==> config.mk <==
export PLATFORM = sky130hd
export DESIGN_NAME = run_length_expander_flat
export DESIGN_NICKNAME = d
export VERILOG_FILES = /design/src/rtl/run_length_expander_pkg.sv /design/src/rtl/run_length_expander_if.sv /design/src/rtl/run_length_expander_thermometer_mask.sv /design/src/rtl/run_length_expander.sv /design/src/flat_wrapper.sv
export SDC_FILE = /design/constraint.sdc
export NUM_CORES = 1
export LEC_CHECK = 0
export ABC_AREA = 0
export ABC_CLOCK_PERIOD_IN_PS = 6800
export CAP_MARGIN = 20
export CELL_PAD_IN_SITES_DETAIL_PLACEMENT = 0
export CELL_PAD_IN_SITES_GLOBAL_PLACEMENT = 1
export CORE_ASPECT_RATIO = 1.4
export CORE_UTILIZATION = 42
export DETAILED_ROUTE_END_ITERATION = 8
export PLACE_DENSITY = 0.83
export SLEW_MARGIN = 20
export SYNTH_ARGS = -nofsm -noshare
export SYNTH_HDL_FRONTEND = slang
export SYNTH_HIERARCHICAL = 1
export SYNTH_SLANG_ARGS = --single-unit
==> constraint.sdc <==
create_clock -name clk -period 6.8 [get_ports clk]
set_clock_uncertainty 0.15 [all_clocks]
set_input_delay 1.36 -clock clk [delete_from_list [all_inputs] [get_ports clk]]
set_output_delay 1.36 -clock clk [all_outputs]
set_load 0.005 [all_outputs]
==> src/rtl/run_length_expander_pkg.sv <==
// Shared types and helpers for the run-length expander.
// Optional feature macro: RUN_LENGTH_EXPANDER_BITCOUNT_EN (see top module).
package runLengthPkg;

    // Expander control states: IDLE accepts a token, RUN expands it.
    typedef enum logic {
        IDLE = 1'b0,
        RUN  = 1'b1
    } state_t;

    // Width of a bit count that can hold every value 0..width.
    function automatic int fillWidth(input int width);
        return $clog2(width + 1);
    endfunction

endpackage

==> src/rtl/run_length_expander_if.sv <==
// Token and word stream bundle for the run-length expander.
//
// Handshake: a transfer happens on a rising clock edge where valid && ready.
// The producer holds valid and its payload steady until that edge; valid
// never depends combinationally on ready; ready may be driven freely.
// master = token producer / word consumer; slave = the expander.
interface run_length_expander_if #(
    parameter int WIDTH     = 32,
    parameter int LEN_WIDTH = 8
);
    localparam int FW = runLengthPkg::fillWidth(WIDTH);

    logic                 tokValid;
    logic                 tokReady;
    logic                 tokBit;
    logic [LEN_WIDTH-1:0] tokLength;
    logic                 tokLast;

    logic                 wordValid;
    logic                 wordReady;
    logic [WIDTH-1:0]     word;
    logic [FW-1:0]        wordFill;
    logic                 wordLast;

    modport master (
        output tokValid, tokBit, tokLength, tokLast, wordReady,
        input  tokReady, wordValid, word, wordFill, wordLast
    );

    modport slave (
        input  tokValid, tokBit, tokLength, tokLast, wordReady,
        output tokReady, wordValid, word, wordFill, wordLast
    );
endinterface

==> src/rtl/run_length_expander_thermometer_mask.sv <==
// Thermometer mask: count ones starting at bit WIDTH-1-offset, going downward.
// Bits past the LSB are simply dropped.
module thermometerMask #(
    parameter int WIDTH = 32,
    parameter int OW    = 6,
    parameter int CW    = 15
) (
    input  logic [OW-1:0]    offset,
    input  logic [CW-1:0]    count,
    output logic [WIDTH-1:0] mask
);

    // Bit i sits at stream position WIDTH-1-i; set it when inside [offset, offset+count).
    always_comb begin
        mask = '0;
        for (int i = 0; i < WIDTH; i++) begin
            if ((CW'(WIDTH - 1 - i) >= CW'(offset)) &&
                (CW'(WIDTH - 1 - i) < (CW'(offset) + count))) begin
                mask[i] = 1'b1;
            end
        end
    end

endmodule

==> src/rtl/run_length_expander.sv <==
// Run-length expander: turns (bit, length, last) tokens into packed MSB-first
// words. Optional macro RUN_LENGTH_EXPANDER_BITCOUNT_EN adds a running total
// of wordFill over all words taken by the consumer (bitCount, wraps at 2^32).
module run_length_expander
    import runLengthPkg::*;
#(
    parameter int WIDTH     = 32,
    parameter int LEN_WIDTH = 8
) (
    input  logic                 clk,
    input  logic                 resetN,
    run_length_expander_if.slave bus,
`ifdef RUN_LENGTH_EXPANDER_BITCOUNT_EN
    output logic [31:0]          bitCount,
`endif
    output state_t               dbgState
);

    localparam int FW = fillWidth(WIDTH);
    // Wide enough for remaining, free space and fill+n without truncation.
    localparam int CW = LEN_WIDTH + FW + 1;

    state_t               state_q, state_d;
    logic [WIDTH-1:0]     acc_q, acc_d;
    logic [FW-1:0]        fill_q, fill_d;
    logic [LEN_WIDTH-1:0] rem_q, rem_d;
    logic                 bit_q, bit_d;
    logic                 last_q, last_d;
    logic [WIDTH-1:0]     word_q, word_d;
    logic [FW-1:0]        wfill_q, wfill_d;
    logic                 wlast_q, wlast_d;
    logic                 wvalid_q, wvalid_d;
    logic                 tok_ready;

    logic [CW-1:0]        rem_ext, space, n, fill_sum;
    logic                 run_ends, complete, stall;
    logic [WIDTH-1:0]     mask, acc_next;

    assign rem_ext  = CW'(rem_q);
    assign space    = CW'(WIDTH) - CW'(fill_q);
    assign n        = (rem_ext < space) ? rem_ext : space;
    assign fill_sum = CW'(fill_q) + n;
    assign run_ends = (rem_ext == n);
    assign complete = (fill_sum == CW'(WIDTH)) || (run_ends && last_q);
    // A completed word needs a free output slot; otherwise the cycle is frozen.
    assign stall    = complete && wvalid_q && !bus.wordReady;

    thermometerMask #(
        .WIDTH (WIDTH),
        .OW    (FW),
        .CW    (CW)
    ) u_mask (
        .offset (fill_q),
        .count  (n),
        .mask   (mask)
    );

    // A zero run leaves the accumulator alone; unfilled bits stay zero.
    assign acc_next = bit_q ? (acc_q | mask) : acc_q;

    // Next-state and handshake logic for the IDLE/RUN controller.
    always_comb begin
        state_d   = state_q;
        acc_d     = acc_q;
        fill_d    = fill_q;
        rem_d     = rem_q;
        bit_d     = bit_q;
        last_d    = last_q;
        word_d    = word_q;
        wfill_d   = wfill_q;
        wlast_d   = wlast_q;
        wvalid_d  = wvalid_q && !bus.wordReady;
        tok_ready = 1'b0;
        case (state_q)
            IDLE: begin
                tok_ready = 1'b1;
                if (bus.tokValid) begin
                    bit_d   = bus.tokBit;
                    rem_d   = bus.tokLength;
                    last_d  = bus.tokLast;
                    state_d = RUN;
                end
            end
            RUN: begin
                if (!stall) begin
                    rem_d = LEN_WIDTH'(rem_ext - n);
                    if (run_ends) begin
                        state_d = IDLE;
                    end
                    if (complete) begin
                        word_d   = acc_next;
                        wfill_d  = FW'(fill_sum);
                        wlast_d  = last_q && run_ends;
                        wvalid_d = 1'b1;
                        acc_d    = '0;
                        fill_d   = '0;
                    end else begin
                        acc_d  = acc_next;
                        fill_d = FW'(fill_sum);
                    end
                end
            end
            default: state_d = IDLE;
        endcase
    end

    // State and datapath registers; reset discards any partial word and run.
    always_ff @(posedge clk or negedge resetN) begin
        if (!resetN) begin
            state_q  <= IDLE;
            acc_q    <= '0;
            fill_q   <= '0;
            rem_q    <= '0;
            bit_q    <= 1'b0;
            last_q   <= 1'b0;
            word_q   <= '0;
            wfill_q  <= '0;
            wlast_q  <= 1'b0;
            wvalid_q <= 1'b0;
        end else begin
            state_q  <= state_d;
            acc_q    <= acc_d;
            fill_q   <= fill_d;
            rem_q    <= rem_d;
            bit_q    <= bit_d;
            last_q   <= last_d;
            word_q   <= word_d;
            wfill_q  <= wfill_d;
            wlast_q  <= wlast_d;
            wvalid_q <= wvalid_d;
        end
    end

`ifdef RUN_LENGTH_EXPANDER_BITCOUNT_EN
    logic [31:0] bit_count_q;

    // Accumulate the fill of every word the consumer takes.
    always_ff @(posedge clk or negedge resetN) begin
        if (!resetN) begin
            bit_count_q <= '0;
        end else if (wvalid_q && bus.wordReady) begin
            bit_count_q <= bit_count_q + 32'(wfill_q);
        end
    end

    assign bitCount = bit_count_q;
`endif

    assign bus.tokReady  = tok_ready;
    assign bus.wordValid = wvalid_q;
    assign bus.word      = word_q;
    assign bus.wordFill  = wfill_q;
    assign bus.wordLast  = wlast_q;
    assign dbgState      = state_q;

endmodule

==> src/flat_wrapper.sv <==
// flat-port wrapper written by rule: the top's interface ports become plain ports
module run_length_expander_flat import runLengthPkg::*;
#(
    parameter int WIDTH     = 32,
    parameter int LEN_WIDTH = 8
)
  (clk, resetN, dbgState, bus_tokValid, bus_tokBit, bus_tokLength, bus_tokLast, bus_wordReady, bus_tokReady, bus_wordValid, bus_word, bus_wordFill, bus_wordLast);
  run_length_expander_if #(.WIDTH(WIDTH), .LEN_WIDTH(LEN_WIDTH)) bus_i ();
  input  logic clk;
  input  logic resetN;
  output state_t dbgState;
  input wire logic [$bits(bus_i.tokValid)-1:0] bus_tokValid;
  input wire logic [$bits(bus_i.tokBit)-1:0] bus_tokBit;
  input wire logic [$bits(bus_i.tokLength)-1:0] bus_tokLength;
  input wire logic [$bits(bus_i.tokLast)-1:0] bus_tokLast;
  input wire logic [$bits(bus_i.wordReady)-1:0] bus_wordReady;
  output wire logic [$bits(bus_i.tokReady)-1:0] bus_tokReady;
  output wire logic [$bits(bus_i.wordValid)-1:0] bus_wordValid;
  output wire logic [$bits(bus_i.word)-1:0] bus_word;
  output wire logic [$bits(bus_i.wordFill)-1:0] bus_wordFill;
  output wire logic [$bits(bus_i.wordLast)-1:0] bus_wordLast;
  assign bus_i.tokValid = bus_tokValid;
  assign bus_i.tokBit = bus_tokBit;
  assign bus_i.tokLength = bus_tokLength;
  assign bus_i.tokLast = bus_tokLast;
  assign bus_i.wordReady = bus_wordReady;
  assign bus_tokReady = bus_i.tokReady;
  assign bus_wordValid = bus_i.wordValid;
  assign bus_word = bus_i.word;
  assign bus_wordFill = bus_i.wordFill;
  assign bus_wordLast = bus_i.wordLast;
  run_length_expander #(.WIDTH(WIDTH), .LEN_WIDTH(LEN_WIDTH)) u_core (.clk(clk), .resetN(resetN), .bus(bus_i), .dbgState(dbgState));
endmodule
==> flow_metrics.py <==
metrics = {
    "sta": {
        "whs_ns": 0.344,
        "tightest_slew_ns": 0.888,
        "slew_headroom_pct": 39.3,
        "final.min_clock_period_ns": 6.25,
        "fmax_mhz": 160,
        "tns_ns": 0,
        "final_hold_viol_count": 0,
        "drv_slew": 0,
        "setup_violations": 0,
        "fin_crit_sh_pct": 91.9,
        "rsz0062_at_grt": "false",
    },
    "floorplan": {
        "coreArea_mm2": 0.0133,
        "die_w_um": 101,
        "start_util_pct": 42.9,
        "dieArea_mm2": 0.0141,
        "dieHeight_um": 140,
        "ios": 56,
        "fp-row-count": 50,
    },
    "setup_path": {
        "critPathMaxFanout": 25,
        "cp-end-kind": "flip-flop",
        "startpoint_type": "flip-flop",
        "cp.arrival_ns": 6.36,
        "required_ns": 6.92,
        "crit_type": "flip-flop to flip-flop",
    },
    "global_routing": {
        "grt.total_usage_pct": 21.3,
        "grt_pass1_wl_um": 23300,
        "grt_max_degree": 57,
        "grt_pass1_vias": 4519,
        "grt_overflow_total": 0,
        "antenna_found_initial": 0,
    },
    "logic_synthesis": {
        "synth-edff-count": 0,
        "yosysTopAreaCellShare_pct": 38.9,
        "synth-main-ff-cell": "dfrtp_1",
        "ys_top_cells_by_area": "dfrtp_1 39%, mux2i_1 7.3%, ha_1 5.9%",
        "syn-cell-area_mm2": 0.00572,
        "async_flop_share_pct": 100,
        "synthCells": 605,
        "ys_seq_area_share_pct": 38.9,
        "yosys_register_bits": 89,
        "synth.avg_cell_area_um2": 9.46,
        "synth_top_cell_by_area": "dfrtp_1",
        "ys_warn_count": 6,
        "synth.distinct_cells": 61,
    },
    "clocking": {
        "cts.sinks": 89,
        "cts_hold_buffers": 0,
        "cts-buffers-inserted": 9,
        "clk_latency_ns": 0.35,
        "h-tree-depth": 3,
        "clock_path_buffers": 2,
        "root_buffer": "clkbuf_16",
        "cts_tree": "yes",
        "clk_pin_slew_ns": 0.07,
    },
    "placed_design": {
        "dp_hpwl_um": 10700,
        "dp_cells": 839,
        "gp_congestion": 0.878,
        "port_buffers": 55,
        "dpl_cell_area_mm2": 0.00650,
    },
    "route": {
        "drc": 0,
        "drtPass1Iterations": 5,
        "drt_iter0_markers": 217,
        "drt-total-wl_um": 14200,
        "num_vias": 4718,
        "vias_per_cell": 5.51,
        "ant_nets": 0,
        "routedWlPerCell_um": 16.6,
    },
    "min_path": {
        "hold_path_class": "flip-flop to flip-flop",
    },
    "final_layout": {
        "fin_area_mm2": 0.00685,
        "diodes": 0,
        "num-fill-cells": 1264,
        "final_cell_mix": "88 x dfrtp_1, 62 x inv_1, 54 x clkdlybuf4s50_1",
        "layout-drive-gt1-share_pct": 9.64,
        "final_common_cell": "dfrtp_1",
        "final_nets": 713,
        "area_growth_pct": 19.7,
        "finalNonFillerCells": 856,
    },
    "job": {
        "drv_cap": 0,
    },
    "outcome": {
        "status": "completed",
    },
}
[what timing repair did]
item	CTS	global route
setup buffers	0	1
gates resized for setup	0	1
endpoints found under the setup margin	0	22
[cell usage after synthesis (all sizes together) (2+ instances only)]
cell type / number
a21oi: 50
a2111oi: 2
nor3b: 3
or2: 6
o21ai: 21
a41oi: 17
nand2b: 4
dfrtp: 89
nor2: 47
o211ai: 2
nor3: 5
or3: 3
and3: 5
nor2b: 3
nand3: 7
a22o: 14
ha: 27
a221oi: 20
and2: 8
or4: 2
o21bai: 2
buf: 11
o31ai: 2
clkbuf: 22
a31oi: 6
xnor2: 9
nand4: 5
a211oi: 11
a21o: 10
xor2: 9
a211o: 2
mux2: 19
o21a: 4
mux2i: 42
inv: 62
fa: 3
nand2: 37
[worst paths after layout]
check	from	endpoint	slack [ns]	cells past startpoint
max in group asynchronous	resetN	u_core/acc_q[30]	4.61	2
min in group asynchronous	resetN	u_core/bus.word[24]	0.81	1
max	u_core/fill_q[1]	u_core/bus.word[9]	0.55	23
max reg2reg	u_core/fill_q[1]	u_core/bus.word[9]	0.55	23
min	u_core/acc_q[30]	u_core/acc_q[30]	0.34	1
min reg2reg	u_core/acc_q[30]	u_core/acc_q[30]	0.34	1
[critical path, stage by stage (launching register included)]
cell      delay (ns)
dfrtp_1         0.57
inv_1           0.21
ha_1            0.19
or4b_1          0.46
and2_1          0.21
inv_1           0.11
ha_1            0.25
o21ai_0         0.10
o21ai_0         0.12
a21oi_1         0.19
nor2_2          0.11
o21ai_0         0.37
ha_1            0.28
inv_1           0.06
fa_1            0.39
nand2b_1        0.18
a21oi_1         0.16
xor2_1          0.11
or4_1           0.41
a31o_1          0.37
buf_4           0.27
a21oi_4         0.24
buf_4           0.39
mux2i_1         0.24
[layer usage]
metal  track usage (%)  share of wire, %
met5                 0                 0
met4              6.64               2.3
met3              3.84               3.0
met2              38.2                54
met1              25.4                40
[through the flow]
stage / utilization, % / setup WS (ns)
finish: 51.4 / 0.554
global route: 51.4 / 0.0205
CTS: 51.2 / 0.500
detailed placement: 48.8 / 0.545
global placement: 48.8 / 0.775
floorplan: - / 1.61
[sequential cells by signal, summed over array words and instances, names as in the netlist]
register,flops
u_core/bit_q,1
u_core/bus.wordLast,1
u_core/last_q,1
u_core/bus.word,32
u_core/bus.wordFill,6
u_core/bus.wordValid,1
u_core/fill_q,6
u_core/rem_q,8
u_core/dbgState,1
u_core/acc_q,32
[cells by family (layout without fill, tap and decap cells)]
logic type	Yosys count	count (layout)	share of synthesized area (%)
multiplexers	61	61	11.5
flip-flops	89	89	38.9
AND/OR/NAND/NOR	139	139	12.0
adder cells (fa/ha/maj)	30	30	6.96
AO/OA/AOI/OAI	172	172	20.9
XOR/XNOR	18	18	2.76
buffers and inverters	95	145	6.91
other	1	20	0.0656
[cell type report]
class,count,area [um2],share of cell area (%)
Timing Repair Buffer,67,651,9.50
Clock inverter,6,97.6,1.42
Inverter,62,233,3.40
Sequential cell,89,2230,32.5
Clock buffer,10,229,3.34
Tap cell,182,228,3.32
Multi-Input combinational cell,440,3180,46.5
Power is left out: the tool's default activity adds up to more than one toggle a clock period on the data nets, which glitch-free logic cannot reach.
